===== src/rtl/tray_station_ctrl.sv =====
// rtl/tray_station_ctrl.sv - tray station positioning controller with settle, overshoot and timeout handling
module tray_station_ctrl #(
    parameter int N_STATION  = 8,
    parameter int HEIGHT_W   = 32,
    parameter int PITCH      = 100,
    parameter int TOL        = 2,
    parameter int SETTLE_CYC = 4,
    parameter int TIMEOUT    = 1000,
    localparam int SW        = $clog2(N_STATION)
) (
    input  logic                clk,
    input  logic                rst_n,
    input  logic                cmd_valid,
    output logic                cmd_ready,
    input  logic [3:0]          command,
    input  logic [SW-1:0]       cmd_station,
    input  logic [HEIGHT_W-1:0] tray_height,
    output logic [3:0]          icou,
    output logic [SW-1:0]       station,
    output logic                busy,
    output logic                done,
    output logic                err
);

    localparam int HW1     = HEIGHT_W + 1;
    localparam int EW      = HEIGHT_W + 2;
    localparam int SW1     = SW + 1;
    localparam int CNT_MAX = (TIMEOUT > SETTLE_CYC) ? TIMEOUT : SETTLE_CYC;
    localparam int CW      = $clog2(CNT_MAX + 1);

    localparam logic [3:0] OP_NOP       = 4'h0;
    localparam logic [3:0] OP_GOTO      = 4'h1;
    localparam logic [3:0] OP_HOME      = 4'h2;
    localparam logic [3:0] OP_STEP_UP   = 4'h3;
    localparam logic [3:0] OP_STEP_DOWN = 4'h4;
    localparam logic [3:0] OP_CLEAR_ERR = 4'hF;

    localparam logic [3:0] ICOU_STOP  = 4'h0;
    localparam logic [3:0] ICOU_UP    = 4'h1;
    localparam logic [3:0] ICOU_DOWN  = 4'h2;
    localparam logic [3:0] ICOU_BRAKE = 4'h4;

    typedef enum logic [2:0] {
        S_IDLE,
        S_MOVE_UP,
        S_MOVE_DOWN,
        S_SETTLE,
        S_ERROR
    } state_t;

    state_t            state_q, state_d;
    logic [SW-1:0]     station_q, station_d;
    logic [SW-1:0]     tgt_q, tgt_d;
    logic [HEIGHT_W:0] tgt_h_q, tgt_h_d;
    logic [CW-1:0]     cnt_q, cnt_d;
    logic              done_q, done_d;
    logic              rdy_q;

    logic [SW-1:0]     acc_tgt;
    logic [HEIGHT_W:0] acc_h;
    logic              acc_motion;
    logic              acc_bad;
    logic              accept;

    // Height of a station index, widened by one bit so the top station never wraps.
    function automatic logic [HEIGHT_W:0] height_of(input logic [SW-1:0] idx);
        return HW1'(idx) * HW1'(PITCH);
    endfunction

    // True when the measured height lies inside the arrival window of the target.
    function automatic logic near(input logic [HEIGHT_W-1:0] h, input logic [HEIGHT_W:0] t);
        logic [EW-1:0] hx;
        logic [EW-1:0] tx;
        hx = EW'(h);
        tx = EW'(t);
        if (hx >= tx) begin
            return (hx - tx) <= EW'(TOL);
        end
        return (tx - hx) <= EW'(TOL);
    endfunction

    // True when the tray has gone past the top of the arrival window.
    function automatic logic above_win(input logic [HEIGHT_W-1:0] h, input logic [HEIGHT_W:0] t);
        return EW'(h) > (EW'(t) + EW'(TOL));
    endfunction

    // True when the tray has gone past the bottom of the arrival window.
    function automatic logic below_win(input logic [HEIGHT_W-1:0] h, input logic [HEIGHT_W:0] t);
        return (EW'(h) + EW'(TOL)) < EW'(t);
    endfunction

    // Reset release is taken through one flop so the first accept lands on the second edge.
    always_ff @(posedge clk or negedge rst_n) begin
        if (!rst_n) begin
            rdy_q <= 1'b0;
        end else begin
            rdy_q <= 1'b1;
        end
    end

    // Decode the offered command into a target station and a legality flag.
    always_comb begin
        acc_tgt    = station_q;
        acc_motion = 1'b0;
        acc_bad    = 1'b0;
        case (command)
            OP_GOTO: begin
                acc_tgt    = cmd_station;
                acc_motion = 1'b1;
                acc_bad    = ({1'b0, cmd_station} >= SW1'(N_STATION));
            end
            OP_HOME: begin
                acc_tgt    = '0;
                acc_motion = 1'b1;
            end
            OP_STEP_UP: begin
                if (station_q != SW'(N_STATION - 1)) begin
                    acc_tgt = station_q + SW'(1);
                end
                acc_motion = 1'b1;
            end
            OP_STEP_DOWN: begin
                if (station_q != '0) begin
                    acc_tgt = station_q - SW'(1);
                end
                acc_motion = 1'b1;
            end
            OP_NOP, OP_CLEAR_ERR: begin
                acc_motion = 1'b0;
            end
            default: begin
                acc_bad = 1'b1;
            end
        endcase
    end

    assign acc_h  = height_of(acc_tgt);
    assign accept = cmd_valid && cmd_ready;

    // Next-state logic: accept in IDLE, track arrival/overshoot/timeout, hold brake, recover from ERROR.
    always_comb begin
        state_d   = state_q;
        station_d = station_q;
        tgt_d     = tgt_q;
        tgt_h_d   = tgt_h_q;
        cnt_d     = cnt_q;
        done_d    = 1'b0;
        case (state_q)
            S_IDLE: begin
                if (accept) begin
                    if (acc_bad) begin
                        state_d = S_ERROR;
                    end else if (acc_motion) begin
                        if (near(tray_height, acc_h)) begin
                            station_d = acc_tgt;
                            done_d    = 1'b1;
                        end else begin
                            tgt_d   = acc_tgt;
                            tgt_h_d = acc_h;
                            cnt_d   = '0;
                            state_d = (EW'(tray_height) < EW'(acc_h)) ? S_MOVE_UP : S_MOVE_DOWN;
                        end
                    end
                end
            end
            S_MOVE_UP, S_MOVE_DOWN: begin
                if (near(tray_height, tgt_h_q)) begin
                    state_d = S_SETTLE;
                    cnt_d   = '0;
                end else if ((state_q == S_MOVE_UP) ? above_win(tray_height, tgt_h_q)
                                                    : below_win(tray_height, tgt_h_q)) begin
                    state_d = S_ERROR;
                end else if (cnt_q == CW'(TIMEOUT - 1)) begin
                    state_d = S_ERROR;
                end else begin
                    cnt_d = cnt_q + CW'(1);
                end
            end
            S_SETTLE: begin
                if (cnt_q == CW'(SETTLE_CYC - 1)) begin
                    state_d   = S_IDLE;
                    station_d = tgt_q;
                    done_d    = 1'b1;
                    cnt_d     = '0;
                end else begin
                    cnt_d = cnt_q + CW'(1);
                end
            end
            S_ERROR: begin
                if (accept && (command == OP_CLEAR_ERR)) begin
                    state_d = S_IDLE;
                end
            end
            default: begin
                state_d = S_IDLE;
            end
        endcase
    end

    // State and datapath registers; reset drops drive at once with no settle phase.
    always_ff @(posedge clk or negedge rst_n) begin
        if (!rst_n) begin
            state_q   <= S_IDLE;
            station_q <= '0;
            tgt_q     <= '0;
            tgt_h_q   <= '0;
            cnt_q     <= '0;
            done_q    <= 1'b0;
        end else begin
            state_q   <= state_d;
            station_q <= station_d;
            tgt_q     <= tgt_d;
            tgt_h_q   <= tgt_h_d;
            cnt_q     <= cnt_d;
            done_q    <= done_d;
        end
    end

    // Drive code follows the state directly.
    always_comb begin
        icou = ICOU_STOP;
        case (state_q)
            S_MOVE_UP:   icou = ICOU_UP;
            S_MOVE_DOWN: icou = ICOU_DOWN;
            S_SETTLE:    icou = ICOU_BRAKE;
            default:     icou = ICOU_STOP;
        endcase
    end

    assign cmd_ready = rdy_q && ((state_q == S_IDLE) || (state_q == S_ERROR));
    assign busy      = (state_q != S_IDLE) && (state_q != S_ERROR);
    assign err       = (state_q == S_ERROR);
    assign done      = done_q;
    assign station   = station_q;

endmodule


===== config.mk =====
export PLATFORM = sky130hd
export DESIGN_NAME = tray_station_ctrl
export DESIGN_NICKNAME = d
export VERILOG_FILES = /design/src/rtl/tray_station_ctrl.sv
export SDC_FILE = /design/constraint.sdc
export NUM_CORES = 1
export LEC_CHECK = 0
export ABC_AREA = 1
export CORE_ASPECT_RATIO = 0.9
export CORE_MARGIN = 2
export CORE_UTILIZATION = 30
export CTS_BUF_LIST = sky130_fd_sc_hd__clkbuf_4
export CTS_CLUSTER_DIAMETER = 100
export DETAILED_ROUTE_END_ITERATION = 7
export GPL_ROUTABILITY_DRIVEN = 1
export GPL_TIMING_DRIVEN = 0
export PLACE_DENSITY = 0.47
export REMOVE_ABC_BUFFERS = 1
export SETUP_SLACK_MARGIN = 0.5
export SKIP_LAST_GASP = 1
export SLEW_MARGIN = 25
export SYNTH_ARGS = -nofsm -noshare
export SYNTH_HDL_FRONTEND = slang
export SYNTH_SLANG_ARGS = --single-unit
export TNS_END_PERCENT = 100

===== constraint.sdc =====
create_clock -name clk -period 3.9 [get_ports clk]
set_input_delay 0.975 -clock clk [delete_from_list [all_inputs] [get_ports clk]]
set_output_delay 0.975 -clock clk [all_outputs]
set_load 0.02 [all_outputs]

==> PnR_summary.wiki <==
{| class="wikitable"
! Metric !! Value
|-
| Area growth from synthesis to final layout || 19.0%
|-
| Die outline width || roughly 170 µm
|-
| Count of clock tree sinks || 25
|-
| Fraction of synthesized area in multiplexers || 0
|-
| I/O pin count || 53
|-
| Number of buffers created by CTS || 3
|-
| Library cells used by synthesis || 50
|-
| CP required || 4.16 ns
|-
| Count of maximum capacitance violations || 0
|-
| Final RePlAce weighted congestion || 0.906
|-
| Worst-Skew Late Latency || 0.34 ns
|-
| Reg-to-reg critical path startpoint || station[1]
|-
| Worst hold path stage count || 2
|-
| Post-synthesis cell type with the largest combined area || nand2_1
|-
| Number of fill cells || 2643
|-
| Post-synth EDFFs || 0
|-
| Hold Crit Start || cnt_q[3]
|-
| Crit-path max cell delay || 0.31 ns
|-
| Largest net degree at the start of global routing || 26
|-
| Post-Place Cells || 1661
|-
| Share of the synthesized area in the top cell type || 0.272
|-
| Die span in y || 149 µm
|-
| Crit path top cell by count || nand2_1
|-
| Mean routed wirelength per cell || ~17 µm
|-
| Time the worst path needs with I/O delays and setup || 4.43 ns
|-
| Critical path capture point type || register
|-
| Maximum ir drop on the vdd rail || roughly 0.19 mV
|-
| Leftover overflow at the end of global routing || 0
|-
| Core area || 23100 µm²
|-
| Remaining routing DRC violations || 0
|-
| Wire length of the first global-routing pass || 42800 µm
|-
| Leakage power total || 4.06 nW
|-
| Fraction of the cycle the final worst path needs || 1.13
|-
| Violated checks || negative setup slack
|-
| Remaining max-slew budget at the tightest pin || 0.324
|-
| Async SR Flop Fraction || 1.00
|-
| Proportion of layout cells with a drive suffix above 1 || 0.141
|-
| Largest cells by area after synthesis || nand2_1, dfrtp_1, nor2_1
|-
| Setup slack after placement || -2.48 ns
|-
| Critical path peak fanout || 5
|-
| Worst hold-check path type || register to register
|-
| Fin worst setup slack || -0.526 ns
|-
| Synthesized-area fraction occupied by and/or/nand/nor cells || 0.582
|-
| Complex-gate fraction of the synthesized area || 0.0813
|-
| Post-synthesis sequential area ratio || 0.0891
|-
| Synthesized-area fraction occupied by adder cells || 0.0912
|-
| Count of mapped cells out of synthesis || between 1k and 1.5k
|-
| Buffers plus inverters on the worst setup path || 5
|-
| Number of antenna violations at the first check in global routing || 1
|-
| Xor and xnor fraction of the mapped netlist area || 0.0349
|-
| Max-slew violation total from the final report || 0
|-
| Library cell with the highest instance count after synthesis || nand2_1
|-
| Final hold violations || 0
|-
| Placement Rows || 53
|-
| Number of global-route vias before repair || about 7.5k
|-
| Number of endpoints failing setup at the final stage || 24
|-
| Area enclosed by the die boundary || between 20000 and 25000 µm²
|-
| Reg-to-reg critical path endpoint || cnt_q[2]
|-
| Arrival time of the worst setup path || 4.68 ns
|-
| Final setup TNS || -11.68 ns
|-
| Pin slew with the least headroom to its limit || slightly above 1 ns
|-
| Sum of routed wire length over all layers || 28600 µm
|-
| Nets || around 1.5k
|-
| Warnings, synthesis || 0
|-
| Setup Crit Path Kind || input pin to register
|-
| Count of state elements after synthesis || 25
|-
| All-Layer GR Usage || 0.226
|-
| CTS clk-pin slew, worst paths || approximately 0.16 ns
|-
| Layout Cells excl Fill || 1689
|-
| Buffer type at the clock tree root || clkbuf_4
|-
| Mapped Area || roughly 7000 µm²
|-
| Status || complete, but fails checks
|-
| Average vias per placed instance || between 4 and 5
|-
| Combinational family with the most area after synthesis || simple AND/OR/NAND/NOR gates
|-
| Most used DFF post-synth || dfrtp_1
|-
| Vias || 8310
|-
| TritonCTS clock tree || done
|-
| Initial DRC count || 627
|-
| Post-CTS Hold Buffers || 0
|-
| Residual antenna-violating net count after detailed routing || 0
|-
| Most used standard cells in the synthesized netlist || nand2_1, nor2_1, inv_1, nand3_1, ha_1
|-
| Power density normalized to cell area || 417 nW/µm²
|-
| Skew final || 0.00746 ns
|-
| Reg2Reg Depth || 32
|-
| Largest delay share family, worst path || simple AND/OR/NAND/NOR gates
|-
| Setup repair after global routing missed its margin || yes
|-
| Cell type of the slowest stage on the worst timing path || ha_4
|-
| Sort of element at the start of the critical path || input pin
|-
| Initial core utilization || 0.303
|-
| Worst hold endpoint || cnt_q[3]
|-
| Reg-to-reg slack, setup || -0.40 ns
|-
| CTS Buffer Depth || 2
|-
| Initial DRT Pass Iterations || 7
|-
| Synthesized area per cell || roughly 5.3 µm²
|-
| DP Wirelength || 23200 µm
|-
| Port bufs || 51
|-
| Highest clock frequency the design can meet || ~0.23 GHz
|-
| Htree depth || 1
|}
-- final cells by class --
| type | instances | area, µm² | share of cell area |
|---|---|---|---|
| Clock buffer | 4 | 30.0 | 0.00359 |
| Antenna cell | 1 | 2.50 | 0.000299 |
| Tap cell | 302 | 378 | 0.0452 |
| Sequential cell | 25 | 628 | 0.0752 |
| Inverter | 180 | 686 | 0.0821 |
| Multi-Input combinational cell | 1105 | 5940 | 0.711 |
| Timing Repair Buffer | 72 | 689 | 0.0825 |
-- sequential cells by signal (all words and copies together), names as in the netlist --
| signal | count |
|---|---|
| cnt_q | 10 |
| done | 1 |
| rdy_q | 1 |
| state_q | 3 |
| station | 3 |
| tgt_h_q | 5 |
| tgt_q | 2 |
-- layer usage --
layer | GRT usage | wire length, µm | vias to the layer above
li1 | - | - | 4323
met3 | 0.0200 | 1620 | 19
met1 | 0.350 | 14600 | 3738
met2 | 0.344 | 12000 | 230
met4 | 0.0300 | 341 | 0
met5 | 0 | 0 | -
-- where the power goes --
part	total, mW	switching, mW	internal [mW]
registers	0.411	0.0908	0.320
clock network	0.138	0.0908	0.0472
logic	2.93	1.88	1.05
total	3.48	2.07	1.41
-- how the worst max path moves through the flow --
stage                     startpoint         end  cells past startpoint
final                     command[0]    cnt_q[2]                     31
after floorplan           command[0]    cnt_q[1]                     31
after global placement    command[0]    cnt_q[1]                     31
after detailed placement  command[0]    cnt_q[9]                     32
after CTS                 command[1]  station[2]                     34
after global routing      command[0]    cnt_q[2]                     33
-- metrics by stage --
step | util | power [mW] | hold WS (ns) | instance area (µm²)
floorplan | - | 2.15 | 0.471 | 6850
global placement | 0.334 | 2.86 | 0.503 | 7740
detailed placement | 0.334 | 2.87 | 0.516 | 7740
CTS | 0.351 | 3.28 | 0.550 | 8130
global route | 0.361 | 3.82 | 0.574 | 8350
finish | 0.361 | 3.48 | 0.552 | 8360
-- cells by family after synthesis --
kind of cell	after synthesis
simple gates	919
buf+inv	204
compound gates	103
fa+ha+maj	50
xor+xnor	28
flops	25
other cells	2
-- cells in the final DEF, fill, tap and decap left out, drive strengths merged --
master	n
ha	48
buf	26
a21boi	2
a21oi	39
xor2	26
nand3	127
xnor2	2
o31ai	1
nand2	526
and2	1
nor3	18
inv	175
or3	1
nand4	35
clkdlybuf4s50	46
nor4	4
diode	1
clkbuf	4
o21a	3
o21bai	2
conb	2
a221oi	1
dfrtp	25
clkinv	5
o211ai	1
or4	1
a31oi	4
a21o	2
a22o	1
fa	2
a2111oi	1
o21ai	46
nand3b	3
nor2	203
or2	3
-- repair_timing --
| item | in CTS | in global routing |
|---|---|---|
| gates cloned | 1 | 2 |
| resized for setup | 81 | 43 |
| pin swaps | 29 | 35 |
| setup endpoints to repair | 24 | 24 |
| buffers inserted | 12 | 8 |
-- worst reg2reg max path: cells and delay by family, from the launching register on --
kind / cells / cell delay [ns]
flip-flops: 1 / 0.44
adder cells (fa/ha/maj): 4 / 0.86
AND/OR/NAND/NOR: 19 / 1.91
AO/OA/AOI/OAI: 3 / 0.56
buffers and inverters: 6 / 0.47
No activity file was read; power rests on OpenSTA's default activity.
